===== config.mk =====
export PLATFORM = sky130hd
export DESIGN_NAME = dmem_arbiter
export DESIGN_NICKNAME = d
export VERILOG_FILES = /design/src/rtl/dmem_arbiter.sv
export SDC_FILE = /design/constraint.sdc
export NUM_CORES = 1
export LEC_CHECK = 0
export CELL_PAD_IN_SITES_DETAIL_PLACEMENT = 1
export CELL_PAD_IN_SITES_GLOBAL_PLACEMENT = 1
export CORE_ASPECT_RATIO = 0.8
export CORE_MARGIN = 4
export CORE_UTILIZATION = 29
export CTS_BUF_LIST = sky130_fd_sc_hd__clkbuf_8
export DETAILED_ROUTE_END_ITERATION = 6
export PLACE_DENSITY_LB_ADDON = 0.1
export SLEW_MARGIN = 20
export SYNTH_ARGS = -nofsm -noshare
export SYNTH_HDL_FRONTEND = slang
export SYNTH_SLANG_ARGS = --single-unit
export TNS_END_PERCENT = 30

===== constraint.sdc =====
create_clock -name clk -period 3.9 [get_ports clk]
set_clock_uncertainty 0.1 [all_clocks]
set_input_delay 0.78 -clock clk [delete_from_list [all_inputs] [get_ports clk]]
set_output_delay 0.78 -clock clk [all_outputs]
set_load 0.01 [all_outputs]

===== src/rtl/dmem_arbiter.sv =====
// Two-port arbiter/sequencer in front of a single-port synchronous data RAM.
// Serialises requests, waits out the RAM read latency and returns data with a one-cycle ack.
module dmem_arbiter #(
   parameter int RD_LATENCY = 1,
   parameter int RR_MODE    = 1
) (
   input  logic        clk,
   input  logic        rst,
   input  logic        m0_req,
   input  logic [3:0]  m0_we,
   input  logic [31:0] m0_addr,
   input  logic [31:0] m0_wdata,
   output logic        m0_ack,
   output logic [31:0] m0_rdata,
   input  logic        m1_req,
   input  logic [3:0]  m1_we,
   input  logic [31:0] m1_addr,
   input  logic [31:0] m1_wdata,
   output logic        m1_ack,
   output logic [31:0] m1_rdata,
   output logic        ram_en,
   output logic [3:0]  ram_we,
   output logic [31:0] ram_addr,
   output logic [31:0] ram_wdata,
   input  logic [31:0] ram_rdata,
   output logic        busy,
   output logic        grant_id
);

   typedef enum logic [1:0] {IDLE, ISSUE, WAIT, RESP} state_t;

   state_t      state;
   logic [1:0]  cnt;
   logic        prio;      // port favoured on the next tie
   logic        is_read;
   logic        win;
   logic [3:0]  sel_we;
   logic [31:0] sel_addr;
   logic [31:0] sel_wdata;

   always_comb begin
      win = 1'b0;
      if (m0_req && m1_req)
         win = (RR_MODE != 0) ? prio : 1'b0;
      else if (m1_req)
         win = 1'b1;
      sel_we    = win ? m1_we    : m0_we;
      sel_addr  = win ? m1_addr  : m0_addr;
      sel_wdata = win ? m1_wdata : m0_wdata;
   end

   assign busy = (state != IDLE);

   // WAIT lasts RD_LATENCY cycles; data is captured on the edge that enters RESP.
   always_ff @(posedge clk) begin
      if (rst) begin
         state     <= IDLE;
         cnt       <= 2'd0;
         prio      <= 1'b0;
         is_read   <= 1'b0;
         grant_id  <= 1'b0;
         ram_en    <= 1'b0;
         ram_we    <= 4'd0;
         ram_addr  <= 32'd0;
         ram_wdata <= 32'd0;
         m0_ack    <= 1'b0;
         m1_ack    <= 1'b0;
         m0_rdata  <= 32'd0;
         m1_rdata  <= 32'd0;
      end else begin
         m0_ack <= 1'b0;
         m1_ack <= 1'b0;
         case (state)
            IDLE: begin
               if (m0_req || m1_req) begin
                  grant_id  <= win;
                  prio      <= ~win;
                  ram_en    <= 1'b1;
                  ram_we    <= sel_we;
                  ram_addr  <= sel_addr & ~32'h3;
                  ram_wdata <= sel_wdata;
                  is_read   <= (sel_we == 4'd0);
                  state     <= ISSUE;
               end
            end
            ISSUE: begin
               ram_en <= 1'b0;
               ram_we <= 4'd0;
               cnt    <= 2'(RD_LATENCY - 1);
               state  <= WAIT;
            end
            WAIT: begin
               if (cnt == 2'd0) begin
                  if (is_read) begin
                     if (grant_id) m1_rdata <= ram_rdata;
                     else          m0_rdata <= ram_rdata;
                  end
                  if (grant_id) m1_ack <= 1'b1;
                  else          m0_ack <= 1'b1;
                  state <= RESP;
               end else begin
                  cnt <= cnt - 2'd1;
               end
            end
            RESP: state <= IDLE;
            default: state <= IDLE;
         endcase
      end
   end

endmodule


==> results of run 1 <==
==> path summary, 6_finish.rpt <==
| kind | start | to | cells past startpoint |
|---|---|---|---|
| max | state[0]$_SDFFE_PP0P_ | busy | 4 |
| min | m1_rdata[8]$_SDFFE_PP0P_ | m1_rdata[8]$_SDFFE_PP0P_ | 2 |
| max reg2reg | state[0]$_SDFFE_PP0P_ | ram_wdata[15]$_SDFFE_PP0P_ | 7 |
| min reg2reg | m1_rdata[8]$_SDFFE_PP0P_ | m1_rdata[8]$_SDFFE_PP0P_ | 2 |
==> layer usage <==
metal  routed length (µm)  vias up  global-route usage, %
met5                    0        -                      0
met4                  470        0                   7.08
met3                 2060       32                   8.57
met2                 9920      225                   33.8
met1                 7830     2643                   22.4
li1                     -     2606                      -
==> cells in the mapped netlist <==
| cell type | n | share of area, % |
|---|---|---|
| mux2_2 | 1 | 0.22 |
| buf_1 | 1 | 0.073 |
| nand3b_1 | 2 | 0.29 |
| dfxtp_1 | 140 | 54 |
| buf_4 | 2 | 0.29 |
| and3_1 | 1 | 0.12 |
| a21oi_2 | 1 | 0.17 |
| inv_1 | 8 | 0.58 |
| nand2_1 | 133 | 9.7 |
| buf_6 | 7 | 1.5 |
| a311oi_1 | 1 | 0.17 |
| buf_2 | 20 | 1.9 |
| nor2b_1 | 1 | 0.12 |
| nor3_1 | 6 | 0.58 |
| a222oi_1 | 62 | 12 |
| nand2b_1 | 2 | 0.24 |
| nor2_1 | 74 | 5.4 |
| a21oi_1 | 68 | 6.6 |
| o21ai_2 | 1 | 0.17 |
| a22oi_1 | 1 | 0.15 |
| a211oi_1 | 1 | 0.15 |
| o2bb2ai_1 | 4 | 0.68 |
| nand3_1 | 1 | 0.097 |
| a32o_1 | 1 | 0.19 |
| mux2i_1 | 5 | 0.97 |
| nand2b_2 | 1 | 0.17 |
| o21ai_0 | 2 | 0.19 |
| ha_1 | 5 | 1.2 |
| nor3b_1 | 1 | 0.15 |
| clkbuf_1 | 20 | 1.5 |
| nand4_1 | 1 | 0.12 |
| nand2_2 | 1 | 0.12 |
| conb_1 | 1 | 0.073 |
==> flip-flops by register name, indices dropped and copies added, names as in the netlist <==
register   count
is_read        1
m0_rdata      32
m0_ack         1
ram_wdata     32
cnt            2
m1_ack         1
ram_en         1
grant_id       1
ram_addr      30
state          2
prio           1
m1_rdata      32
ram_we         4
==> metrics by stage <==
step	total power, W	cells	utilization (%)	hold slack, ns
after detailed placement	0.00303	1062	47.7	0.350
after floorplan	0.00237	577	-	0.365
after global routing	0.00437	1094	49.8	0.387
final	0.00412	1094	49.8	0.360
after CTS	0.00418	1093	49.8	0.361
after global placement	0.00297	1062	47.7	0.341
==> worst register-to-register path, cell delays in order (launching register included) <==
cell,delay (ns)
dfxtp_1,0.34
inv_1,0.11
ha_1,0.36
nand2_1,0.17
a21oi_4,0.13
buf_4,0.57
a222oi_1,0.24
nor2_1,0.14
==> cell families after synthesis <==
kind of cell               synth area share [%]
adders and majority gates                  1.21
DFF                                        54.2
and+or+nand+nor                            17.0
muxes                                      1.19
other                                    0.0725
buffers and inverters                      5.86
AOI/OAI and AO/OA                          20.4
==> area by class of cell <==
type	instances	area, µm²	area share (%)
antenna	1	2.50	0.0288
clock buffer	18	248	2.85
clock inverter	13	128	1.47
inverter	8	30.0	0.346
multi-input combinational	379	2090	24.1
sequential	140	2800	32.3
tap	225	282	3.24
timing repair buffer	310	3110	35.7
==> power groups by stage <==
stage          Clock (W)  Combinational [W]  Sequential (W)
6_report         0.00113            0.00129         0.00170
5_1_grt          0.00124            0.00141         0.00172
4_1_cts          0.00118            0.00131         0.00170
3_5_place_dp           0            0.00130         0.00173
3_3_place_gp           0            0.00126         0.00171
2_1_floorplan          0           0.000586         0.00178
==> out/qor.csv, run 1 <==
metric,value,unit
clkTransAtPathRegs,0.08,ns
htreeDepth,4,
place_area,0.00831,mm²
finalSetupTns,0,ns
die_y,127,µm
ir_drop,0.000196,V
final_cell_mix,"clkdlybuf4s50_1, dfxtp_1, nand2_1",
p_sw,0.00129,W
ctsHoldBuffers,0,
antenna_left,0,
grt_usage,19.9,%
holdCritPathClass,flop to flop,
grt_max_degree,84,
vias,5506,
n_fill_cell,1970,
fin_crit,2.78,ns
grt_setup_unrepaired,no,
end_kind,primary output,
synth_area,0.00517,mm²
io_pins,309,
routabilityCongestion,0.759,
p_per_area,474,mW/mm²
fmax,360,MHz
crit_buf_inv,3,
cp_common_cell,inv_1,
avgSynthCellArea,8.98,µm²
cp_max_fo,8,
cts_resized,0,
worst_ep_required_time,3.02,ns
p_seq_share,41.2,%
drc,3,
critPathLaunchType,flop,
core,0.0174,mm²
critPathArrivalTime,1.90,ns
grt_pass1_wl,31800,µm
totalWireLength,20300,µm
viasPerCell,5.03,
synth_warnings,0,
power_report.internal_total,0.00283,W
layout-drive-gt1-share,5.41,%
crit_chain,inv_1 -> ha_1 -> inv_1 -> clkdlybuf4s50_1,
outcome,"complete, but fails checks",
worst_slew_pin_slew,0.908,ns
power_frac_clock,27.5,%
nets,1033,
final_common_cell,clkdlybuf4s50_1,
die_area,0.0200,mm²
drv_cap,0,
antenna_found_initial,1,
swShare,31.3,%
fp.dieW,157,µm
setup_ws,1.12,ns
first_iter_violations,419,
cp_slowest_cell,clkdlybuf4s50_1,
r2r_slack,1.68,ns
netlist_instances,576,
violations,DRC,
cts_root_buf,clkbuf_8,
area_growth,68.0,%
leakage,3.06,nW
start_util,29.7,%
ys_ff_latch,140,
finalInstanceArea,0.00869,mm²
grt_pass1_vias,5969,
drtPass1Iterations,7,
cp_slowest_stage_delay,0.56,ns
wl_per_cell,18.5,µm
yosysUniqueCellTypes,33,
cp_top_family,buffers and inverters,
setup_viol,0,
port_buffers,302,
p_comb_share,31.3,%
clk_path_buf_depth,2,
relSlewSlack,39.4,%
slew_violations,0,
ys_seq_area_share,54.2,%
place_ws,1.05,ns
cts_buffers,17,
hold_violations,0,
dp_hpwl,14800,µm
post_cts_buffers,0,
grt-ovfl-total,0,
rows,43,
clk_latency,0.44,ns
clock-sinks,140,
crit_type,flop to primary output,
cts_tree,built,
timing.final.crit_share,71.2,%
Power figures use the tool's default switching activity.
==> inputs of run 2 (changes only) <==
--- a/config.mk
+++ b/config.mk
@@ -9,7 +9,7 @@
 export CELL_PAD_IN_SITES_GLOBAL_PLACEMENT = 1
 export CORE_ASPECT_RATIO = 0.8
 export CORE_MARGIN = 4
-export CORE_UTILIZATION = 29
+export CORE_UTILIZATION = 27
 export CTS_BUF_LIST = sky130_fd_sc_hd__clkbuf_8
 export DETAILED_ROUTE_END_ITERATION = 6
 export PLACE_DENSITY_LB_ADDON = 0.1
==> constraint.sdc (replaced) <==
create_clock -name clk -period 2.8 [get_ports clk]
set_clock_uncertainty 0.1 [all_clocks]
set_input_delay 0.56 -clock clk [delete_from_list [all_inputs] [get_ports clk]]
set_output_delay 0.56 -clock clk [all_outputs]
set_load 0.01 [all_outputs]
==> run 2 against run 1 <==
  * The flow now finishes without violations
  * Combinational power rose by 40%
  * Critical path type unchanged
  * Non-clock buffer count up 3
  * Critical path depth unchanged
  * Die area up 7.0%
  * Total power rose by 45%
  * Count of clock-buffer cells in the layout down 1
  * Design area is 1.4% higher
  * Routed wire length rose by 0.61%
==> out/qor.csv, run 2 (same netlist as run 1, synthesis figures left out) <==
metric,value,unit,change
worst_ep_required_time,2.14,ns,-0.88 ns
antenna_left,0,,unchanged
grt_max_degree,64,,-24%
cts_root_buf,clkbuf_8,,
antennaDiodeCount,0,,-1
cts_tree,built,,
viasPerCell,4.85,,-3.6%
antenna_found_initial,0,,-1
drv_cap,0,,unchanged
setup_ws,0.232,ns,-0.890 ns
grt_pass1_vias,5935,,-0.57%
start_util,28.0,%,-1.7 points
grt_setup_unrepaired,no,,
critPathLaunchType,flop,,
dp_hpwl,14700,µm,-0.54%
end_kind,primary output,,
setup_viol,0,,unchanged
die_y,132,µm,+3.4%
io_pins,309,,unchanged
fmax,389,MHz,
cp_max_fo,8,,unchanged
drc,0,,-3
post_cts_buffers,0,,unchanged
finish.utilization,47.6,%,-2.2 points
design_power_total,0.00597,W,+45%
grt-ovfl-total,0,,unchanged
ctsHoldBuffers,0,,unchanged
place_ws,0.213,ns,-0.833 ns
first_iter_violations,459,,+9.5%
final_cell_mix,"clkdlybuf4s50_1, dfxtp_1, nand2_1",,
area_growth,70.4,%,
wl_per_cell,18.1,µm,-2.2%
ir_drop,0.000339,V,+73%
critPathArrivalTime,1.91,ns,about the same
outcome,"complete, no violations",,
clk_path_buf_depth,2,,unchanged
slew_violations,0,,unchanged
drtPass1Iterations,7,,unchanged
layout-drive-gt1-share,5.73,%,+0.32 points
port_buffers,302,,unchanged
hold_violations,0,,unchanged
crit_type,flop to primary output,,
worst_slew_pin_slew,0.698,ns,-0.211 ns
leakage,3.09,nW,+1.0%
final_common_cell,clkdlybuf4s50_1,,
totalWireLength,20400,µm,+0.61%
p_per_area,678,mW/mm²,+43%
relSlewSlack,53.5,%,+14 points
routabilityCongestion,0.764,,+0.74%
top_regs,"m0_rdata x32, m1_rdata x32, ram_wdata x32",,
cts_buffers,17,,unchanged
clkTransAtPathRegs,0.08,ns,about the same
finalSetupTns,0,ns,unchanged
grt_pass1_wl,31900,µm,+0.35%
rows,44,,+2.3%
clk_latency,0.43,ns,about the same
vias,5460,,-0.84%
holdCritPathClass,flop to flop,,
timing.final.crit_share,91.7,%,
fp.dieW,163,µm,+3.5%
nets,1036,,+0.29%
grt_usage,18.5,%,-1.4 points
clock-sinks,140,,unchanged
fin_crit,2.57,ns,
htreeDepth,4,,unchanged
cts_resized,0,,unchanged
die_area,0.0214,mm²,+7.0%
core,0.0185,mm²,+6.1%
[run 2: cell types whose count changed in the layout (fill, tap and decap cells not counted), moves of 2 or more]
cell	delta
clkinvlp_4	+3
buf_4	+2
clkinv_4	-2
inv_6	+3
bufinv_16	+2
clkinv_2	-5
[run 2: cell type report]
class / count / area, µm²
sequential: 140 / 2800
tap: 253 / 317
inverter: 8 / 30.0
clock buffer: 17 / 234
multi-input combinational: 379 / 2090
fill: 2096 / 9690
clock inverter: 15 / 198
timing repair buffer: 313 / 3140
[run 2: power by group]
group / switching [W] / internal (W) / total (W) / leakage [nW]
Clock: 0.000826 / 0.000972 / 0.00180 / 0.212
Sequential: 0.000135 / 0.00222 / 0.00236 / 1.14
Combinational: 0.000878 / 0.000937 / 0.00181 / 1.74
Total: 0.00184 / 0.00413 / 0.00597 / 3.09
[run 2: final timing paths]
check,start,to,slack (ns),cells past startpoint
setup / recovery,state[0]$_SDFFE_PP0P_,busy,0.23,4
hold / removal,m0_rdata[30]$_SDFFE_PP0P_,m0_rdata[30]$_SDFFE_PP0P_,0.36,2
setup reg to reg,state[0]$_SDFFE_PP0P_,ram_wdata[2]$_SDFFE_PP0P_,0.72,6
hold reg to reg,m0_rdata[30]$_SDFFE_PP0P_,m0_rdata[30]$_SDFFE_PP0P_,0.36,2
[run 2: worst max-delay path, cell delays in order (launching register included)]
cell	delay, ns
dfxtp_1	0.36
inv_1	0.09
ha_1	0.32
inv_1	0.12
clkdlybuf4s50_1	0.57
[run 2: layer usage]
| metal | wire [µm] | track usage, % | part of all wire (%) |
|---|---|---|---|
| met1 | 8070 | 21.3 | 40 |
| met5 | 0 | 0 | 0 |
| met4 | 263 | 4.94 | 1.3 |
| met2 | 10200 | 32.1 | 50 |
| met3 | 1860 | 7.19 | 9.1 |
[run 2: through the flow]
stage | hold WS [ns] | instances | instance area [µm²]
floorplan | 0.365 | 577 | 5170
finish | 0.360 | 1125 | 8810
detailed placement | 0.351 | 1093 | 8380
CTS | 0.363 | 1125 | 8810
global route | 0.381 | 1125 | 8810
global placement | 0.341 | 1093 | 8380
